File: src/rtl/midi_pkg.sv
// Shared MIDI constants, scale offsets, FSM state type and key clamp helper
// for the note encoder.
package midi_pkg;

  localparam logic [7:0] MIDI_NOTE_ON  = 8'h90;
  localparam logic [7:0] MIDI_NOTE_OFF = 8'h80;

  // Major-scale semitone offset of each note index from the base key
  localparam logic [4:0] OFFSET [10] = '{5'd0, 5'd2, 5'd4, 5'd5, 5'd7,
                                         5'd9, 5'd11, 5'd12, 5'd14, 5'd16};

  typedef enum logic [1:0] {
    ST_IDLE   = 2'd0,
    ST_STATUS = 2'd1,
    ST_KEY    = 2'd2,
    ST_VEL    = 2'd3
  } state_e;

  typedef logic [6:0] key_t;

  function automatic key_t clamp_key(input logic signed [8:0] sum);
    key_t k;
    if (sum < 9'sd0) begin
      k = 7'd0;
    end else if (sum > 9'sd127) begin
      k = 7'd127;
    end else begin
      k = sum[6:0];
    end
    return k;
  endfunction

endpackage

File: src/rtl/midi_note_encoder_if.sv
// Byte-stream valid/ready link from the note encoder to the MIDI UART.
interface midi_note_encoder_if;
  logic [7:0] byte_data;
  logic       byte_valid;
  logic       byte_ready;

  modport master (output byte_data, output byte_valid, input byte_ready);
  modport slave  (input byte_data, input byte_valid, output byte_ready);
endinterface

File: src/rtl/prio_enc10.sv
// Lowest-set-bit encoder for a 10-bit vector.
module prio_enc10 (
  input  logic [9:0] vec_i,
  output logic [3:0] idx_o,
  output logic       found_o
);

  // Scan from the top so the lowest set bit wins
  always_comb begin
    idx_o   = 4'd0;
    found_o = |vec_i;
    for (int i = 9; i >= 0; i--) begin
      if (vec_i[i]) begin
        idx_o = 4'(i);
      end else begin
        idx_o = idx_o;
      end
    end
  end

endmodule

File: src/rtl/midi_note_encoder.sv
// Turns key-vector changes into 3-byte MIDI Note On/Off messages, one key per
// message, tracking which keys have been announced downstream.
module midi_note_encoder
  import midi_pkg::*;
#(
  parameter int unsigned CHANNEL  = 0,
  parameter int unsigned BASE_KEY = 60,
  parameter int unsigned VELOCITY = 100
) (
  input  logic                       clk,
  input  logic                       rst,
  input  logic [9:0]                 note,
  input  logic [4:0]                 pitchshift,
  input  logic                       ena,
  output logic                       busy,
  midi_note_encoder_if.master        tx
);

  localparam logic [7:0] CH_BYTE  = 8'(CHANNEL);
  localparam logic [7:0] VEL_BYTE = 8'(VELOCITY);

  state_e      state_q, state_d;
  logic [7:0]  data_q, data_d;
  logic        valid_q, valid_d;
  logic        busy_q, busy_d;
  logic [9:0]  sent_q, sent_d;
  logic        cur_on_q, cur_on_d;
  key_t        cur_key_q, cur_key_d;
  key_t        keynum_q [10];

  logic [9:0]        target_s, diff_s, sel_mask_s;
  logic [3:0]        sel_idx_s;
  logic              sel_found_s, xfer_s, keynum_we_s;
  logic signed [8:0] sum_s;
  key_t              new_key_s;

  assign target_s   = note & {10{ena}};
  assign diff_s     = target_s ^ sent_q;
  assign sel_mask_s = 10'b1 << sel_idx_s;
  assign xfer_s     = valid_q & tx.byte_ready;

  prio_enc10 u_prio (
    .vec_i   (diff_s),
    .idx_o   (sel_idx_s),
    .found_o (sel_found_s)
  );

  // Key for a Note On: base + scale offset + signed shift, clamped to 0..127
  always_comb begin
    sum_s     = $signed(9'(BASE_KEY) + {4'd0, OFFSET[sel_idx_s]}
                        + {{4{pitchshift[4]}}, pitchshift});
    new_key_s = clamp_key(sum_s);
  end

  // Next-state and output byte sequencing
  always_comb begin
    state_d     = state_q;
    data_d      = data_q;
    valid_d     = valid_q;
    sent_d      = sent_q;
    cur_on_d    = cur_on_q;
    cur_key_d   = cur_key_q;
    keynum_we_s = 1'b0;
    case (state_q)
      ST_IDLE: begin
        if (sel_found_s) begin
          state_d = ST_STATUS;
          valid_d = 1'b1;
          if (target_s[sel_idx_s]) begin
            data_d      = MIDI_NOTE_ON | CH_BYTE;
            cur_on_d    = 1'b1;
            cur_key_d   = new_key_s;
            keynum_we_s = 1'b1;
            sent_d      = sent_q | sel_mask_s;
          end else begin
            data_d    = MIDI_NOTE_OFF | CH_BYTE;
            cur_on_d  = 1'b0;
            cur_key_d = keynum_q[sel_idx_s];
            sent_d    = sent_q & ~sel_mask_s;
          end
        end else begin
          valid_d = 1'b0;
        end
      end
      ST_STATUS: begin
        if (xfer_s) begin
          state_d = ST_KEY;
          data_d  = {1'b0, cur_key_q};
        end else begin
          state_d = ST_STATUS;
        end
      end
      ST_KEY: begin
        if (xfer_s) begin
          state_d = ST_VEL;
          data_d  = cur_on_q ? VEL_BYTE : 8'h00;
        end else begin
          state_d = ST_KEY;
        end
      end
      ST_VEL: begin
        if (xfer_s) begin
          state_d = ST_IDLE;
          valid_d = 1'b0;
          data_d  = 8'h00;
        end else begin
          state_d = ST_VEL;
        end
      end
      default: begin
        state_d = ST_IDLE;
        valid_d = 1'b0;
        data_d  = 8'h00;
      end
    endcase
    busy_d = (state_d != ST_IDLE);
  end

  // State and output registers; reset drops any message in flight
  always_ff @(posedge clk) begin
    if (rst) begin
      state_q   <= ST_IDLE;
      data_q    <= 8'h00;
      valid_q   <= 1'b0;
      busy_q    <= 1'b0;
      sent_q    <= 10'd0;
      cur_on_q  <= 1'b0;
      cur_key_q <= 7'd0;
      for (int i = 0; i < 10; i++) begin
        keynum_q[i] <= 7'd0;
      end
    end else begin
      state_q   <= state_d;
      data_q    <= data_d;
      valid_q   <= valid_d;
      busy_q    <= busy_d;
      sent_q    <= sent_d;
      cur_on_q  <= cur_on_d;
      cur_key_q <= cur_key_d;
      if (keynum_we_s) begin
        keynum_q[sel_idx_s] <= new_key_s;
      end
    end
  end

  assign tx.byte_data  = data_q;
  assign tx.byte_valid = valid_q;
  assign busy          = busy_q;

endmodule

File: src/flat_wrapper.sv
// flat-port wrapper written by rule: the top's interface ports become plain ports
module midi_note_encoder_flat import midi_pkg::*;
#(
  parameter int unsigned CHANNEL  = 0,
  parameter int unsigned BASE_KEY = 60,
  parameter int unsigned VELOCITY = 100
)
  (clk, rst, note, pitchshift, ena, busy, tx_byte_data, tx_byte_valid, tx_byte_ready);
  midi_note_encoder_if tx_i ();
  input  logic clk;
  input  logic rst;
  input  logic [9:0] note;
  input  logic [4:0] pitchshift;
  input  logic ena;
  output logic busy;
  output wire logic [$bits(tx_i.byte_data)-1:0] tx_byte_data;
  output wire logic [$bits(tx_i.byte_valid)-1:0] tx_byte_valid;
  input wire logic [$bits(tx_i.byte_ready)-1:0] tx_byte_ready;
  assign tx_byte_data = tx_i.byte_data;
  assign tx_byte_valid = tx_i.byte_valid;
  assign tx_i.byte_ready = tx_byte_ready;
  midi_note_encoder #(.CHANNEL(CHANNEL), .BASE_KEY(BASE_KEY), .VELOCITY(VELOCITY)) u_core (.clk(clk), .rst(rst), .note(note), .pitchshift(pitchshift), .ena(ena), .busy(busy), .tx(tx_i));
endmodule
File: config.mk
export PLATFORM = sky130hd
export DESIGN_NAME = midi_note_encoder_flat
export DESIGN_NICKNAME = d
export VERILOG_FILES = /design/src/rtl/midi_pkg.sv /design/src/rtl/midi_note_encoder_if.sv /design/src/rtl/prio_enc10.sv /design/src/rtl/midi_note_encoder.sv /design/src/flat_wrapper.sv
export SDC_FILE = /design/constraint.sdc
export NUM_CORES = 1
export LEC_CHECK = 0
export CAP_MARGIN = 20
export CORE_UTILIZATION = 60
export CTS_CLUSTER_DIAMETER = 60
export CTS_CLUSTER_SIZE = 40
export DETAILED_ROUTE_END_ITERATION = 10
export GPL_TIMING_DRIVEN = 0
export HOLD_SLACK_MARGIN = 0.12
export PLACE_DENSITY = 0.79
export SLEW_MARGIN = 20
export SYNTH_ARGS = -nofsm -noshare
export SYNTH_HDL_FRONTEND = slang
export SYNTH_SLANG_ARGS = --single-unit
File: constraint.sdc
create_clock -name clk -period 7.4 [get_ports clk]
set_input_delay 1.48 -clock clk [delete_from_list [all_inputs] [get_ports clk]]
set_output_delay 1.48 -clock clk [all_outputs]
set_load 0.005 [all_outputs]
==> out/results.tsv <==
metric	value	unit
Avg WL per Cell	18.8	um
status	completed	
final instance area	6620	sq um
Req. time, crit path	7500	ps
Num CTS Buffers	9	
Critical Path AT	7150	ps
Setup CP Type	primary input to flip-flop	
Final Wtd Congestion	0.902	
Hold Crit Class	flip-flop to flip-flop	
DRC viols	0	
Leak Pwr	2.47	nW
ANT cells	0	
RSZ-0062 raised after global routing	false	
Global Route Usage Sum	31.2	%
EDFF count, synth	76	
DIE HEIGHT	101	um
Pins Over Slew Limit	0	
1st-iter DRT viols	575	
dpl cell area	6340	sq um
Avg Vias per Cell	6.14	
Syn Inst Count	624	
Max IR drop VDD	0.199	mV
count of clock tree sinks	106	
clock buffer depth	2	
total of max-cap violations	0	
Pwr per Cell Area	333	nW/um^2
flops & latches, synth	106	
final setup vio count	0	
clock root buffer	clkbuf_8	
Finished Core Util	70.6	%
final wirelength	15000	um
# port buffers	26	
sequential area share after synthesis	48.9	%
H-tree Lvls	3	
first-pass GRT wire length	23800	um
Hold Path Depth	2	
Die ar.	10200	sq um
hold_buf cts	0	
Worst Skew	13.4	ps
worst-margin pin slew	726	ps
Placed Instances	784	
layout cells sized above 1	9.21	%
CTS clk-pin slew, worst paths	110	ps
endpoints failing hold	0	
slowest stage delay, CP	520	ps
post-route ant nets	0	
non-filler cells, final	802	
worst reg2reg path depth	23	
Detail Placement HPWL	10800	um
final setup margin	357	ps
crit path launch type	primary input	
Final Critical Period	7040	ps
worst skew pair latency	370	ps
core area	9370	sq um
total number of vias	4923	
GRT overflow	0	
antenna violations before repair	0	
area delta synth->final	12.2	%
final setup TNS	0	ps
Yosys cell types	68	
Post-synth top flop	edfxtp_1	
slowest CP cell	clkdlybuf4s50_1	
row count	35	
Async SR Flop Fraction	0	%
crit-path max FO	12	
Yosys warning count	0	
Crit path top cell by count	ha_1	
initial core utilization	62.9	%
final layout net count	703	
CP Capture Type	flip-flop	
Final Power	2.20	mW
period utilisation layout	95.2	%
hold_ws	464	ps
Max Clk Rate	0.142	GHz
Place WS	-780	ps
worst rel slew slack	51.2	%
largest net degree at the start of global routing	21	
CTS tree	done	
drt first pass iters	6	
DIE WIDTH	101	um
IO Count	29	
vias in the first global route	4827	
Synth Cell Area	5900	sq um
Syn Area/Cell	9.45	sq um
logic make-up (layout without fill, tap and decap cells):
logic type	after synthesis	in the layout	share of synthesized area [%]
fa+ha+maj	17	17	3.69
mux	17	17	2.97
simple gates	300	300	23.0
buf+inv	50	94	4.31
flops	106	106	48.9
compound gates	119	119	14.9
xor+xnor	14	14	2.21
other cells	1	6	0.0636
report_power, final:
group / internal, mW / switching [mW]
logic: 0.384 / 0.665
registers: 0.702 / 0.0338
clock network: 0.201 / 0.216
total: 1.29 / 0.915
sequential cells by signal (all words and copies together) (netlist names), named ones only:
name,flops
u_core.tx.byte_data,8
u_core.cur_key_q,7
u_core.busy,1
u_core.keynum_q,76
u_core.cur_on_q,1
u_core.state_q,2
u_core.tx.byte_valid,1
routing by layer:
layer / vias up / share of wire (%) / global-route usage (%)
li1: 2306 / - / -
met5: - / 0 / 0
met3: 63 / 7.8 / 4.69
met1: 2313 / 38 / 37.1
met2: 241 / 49 / 54.1
met4: 0 / 5.2 / 17.8
repair_timing:
item / CTS / global route
buffers inserted: 1 / 1
cloned: 0 / 0
pin swaps: 1 / 1
gates resized for setup: 1 / 7
endpoints found under the setup margin: 83 / 82
Yosys cell counts (all sizes together), types with 5 or more instances:
| master | number | area [sq um] |
|---|---|---|
| edfxtp | 76 | 2280 |
| nor2 | 109 | 417 |
| inv | 14 | 52.6 |
| nand2 | 101 | 379 |
| a21o | 6 | 45.0 |
| nand2b | 11 | 68.8 |
| nor3 | 16 | 85.1 |
| xor2 | 9 | 86.3 |
| a211oi | 9 | 72.6 |
| o211ai | 8 | 60.1 |
| nand3 | 25 | 125 |
| and3 | 14 | 87.6 |
| mux2i | 13 | 130 |
| o21ai | 21 | 131 |
| ha | 15 | 188 |
| dfxtp | 30 | 601 |
| xnor2 | 5 | 43.8 |
| a311oi | 8 | 76.3 |
| clkbuf | 21 | 80.1 |
| a21oi | 31 | 159 |
| buf | 14 | 118 |
| a31oi | 12 | 90.1 |
final timing paths:
path	end	startpoint	slack, ps
worst max-delay path	u_core.keynum_q[10][1]	ena	360
worst min-delay path	u_core.tx.byte_data[1]	u_core.tx.byte_data[1]	460
worst max register to register	u_core.keynum_q[10][1]	flip-flop	1790
worst min register to register	u_core.tx.byte_data[1]	u_core.tx.byte_data[1]	460
final cells by class:
cell class,count,area (sq um)
inverter,15,56.3
clock buffer,9,124
sequential,106,2880
multi-input combinational,473,2790
clock inverter,7,116
tap,129,161
fill,761,2750
buffer,35,204
timing repair buffer,28,288
critical path, delay by kind of cell:
family / cells / cell delay [ps]
adder cells (fa/ha/maj): 3 / 910
buffers and inverters: 10 / 2290
AO/OA/AOI/OAI: 11 / 1960
AND/OR/NAND/NOR: 3 / 490
layout by cell type, fill, tap and decap left out, types with 14 or more instances in the layout:
master,n
nor2_1,108
a21oi_1,30
edfxtp_1,76
nand3_1,25
clkbuf_1,17
nand2_1,101
ha_1,15
clkdlybuf4s50_1,26
nor3_1,15
inv_1,14
dfxtp_1,30
and3_1,14
Note: power is estimated with default switching activity, not from simulation.
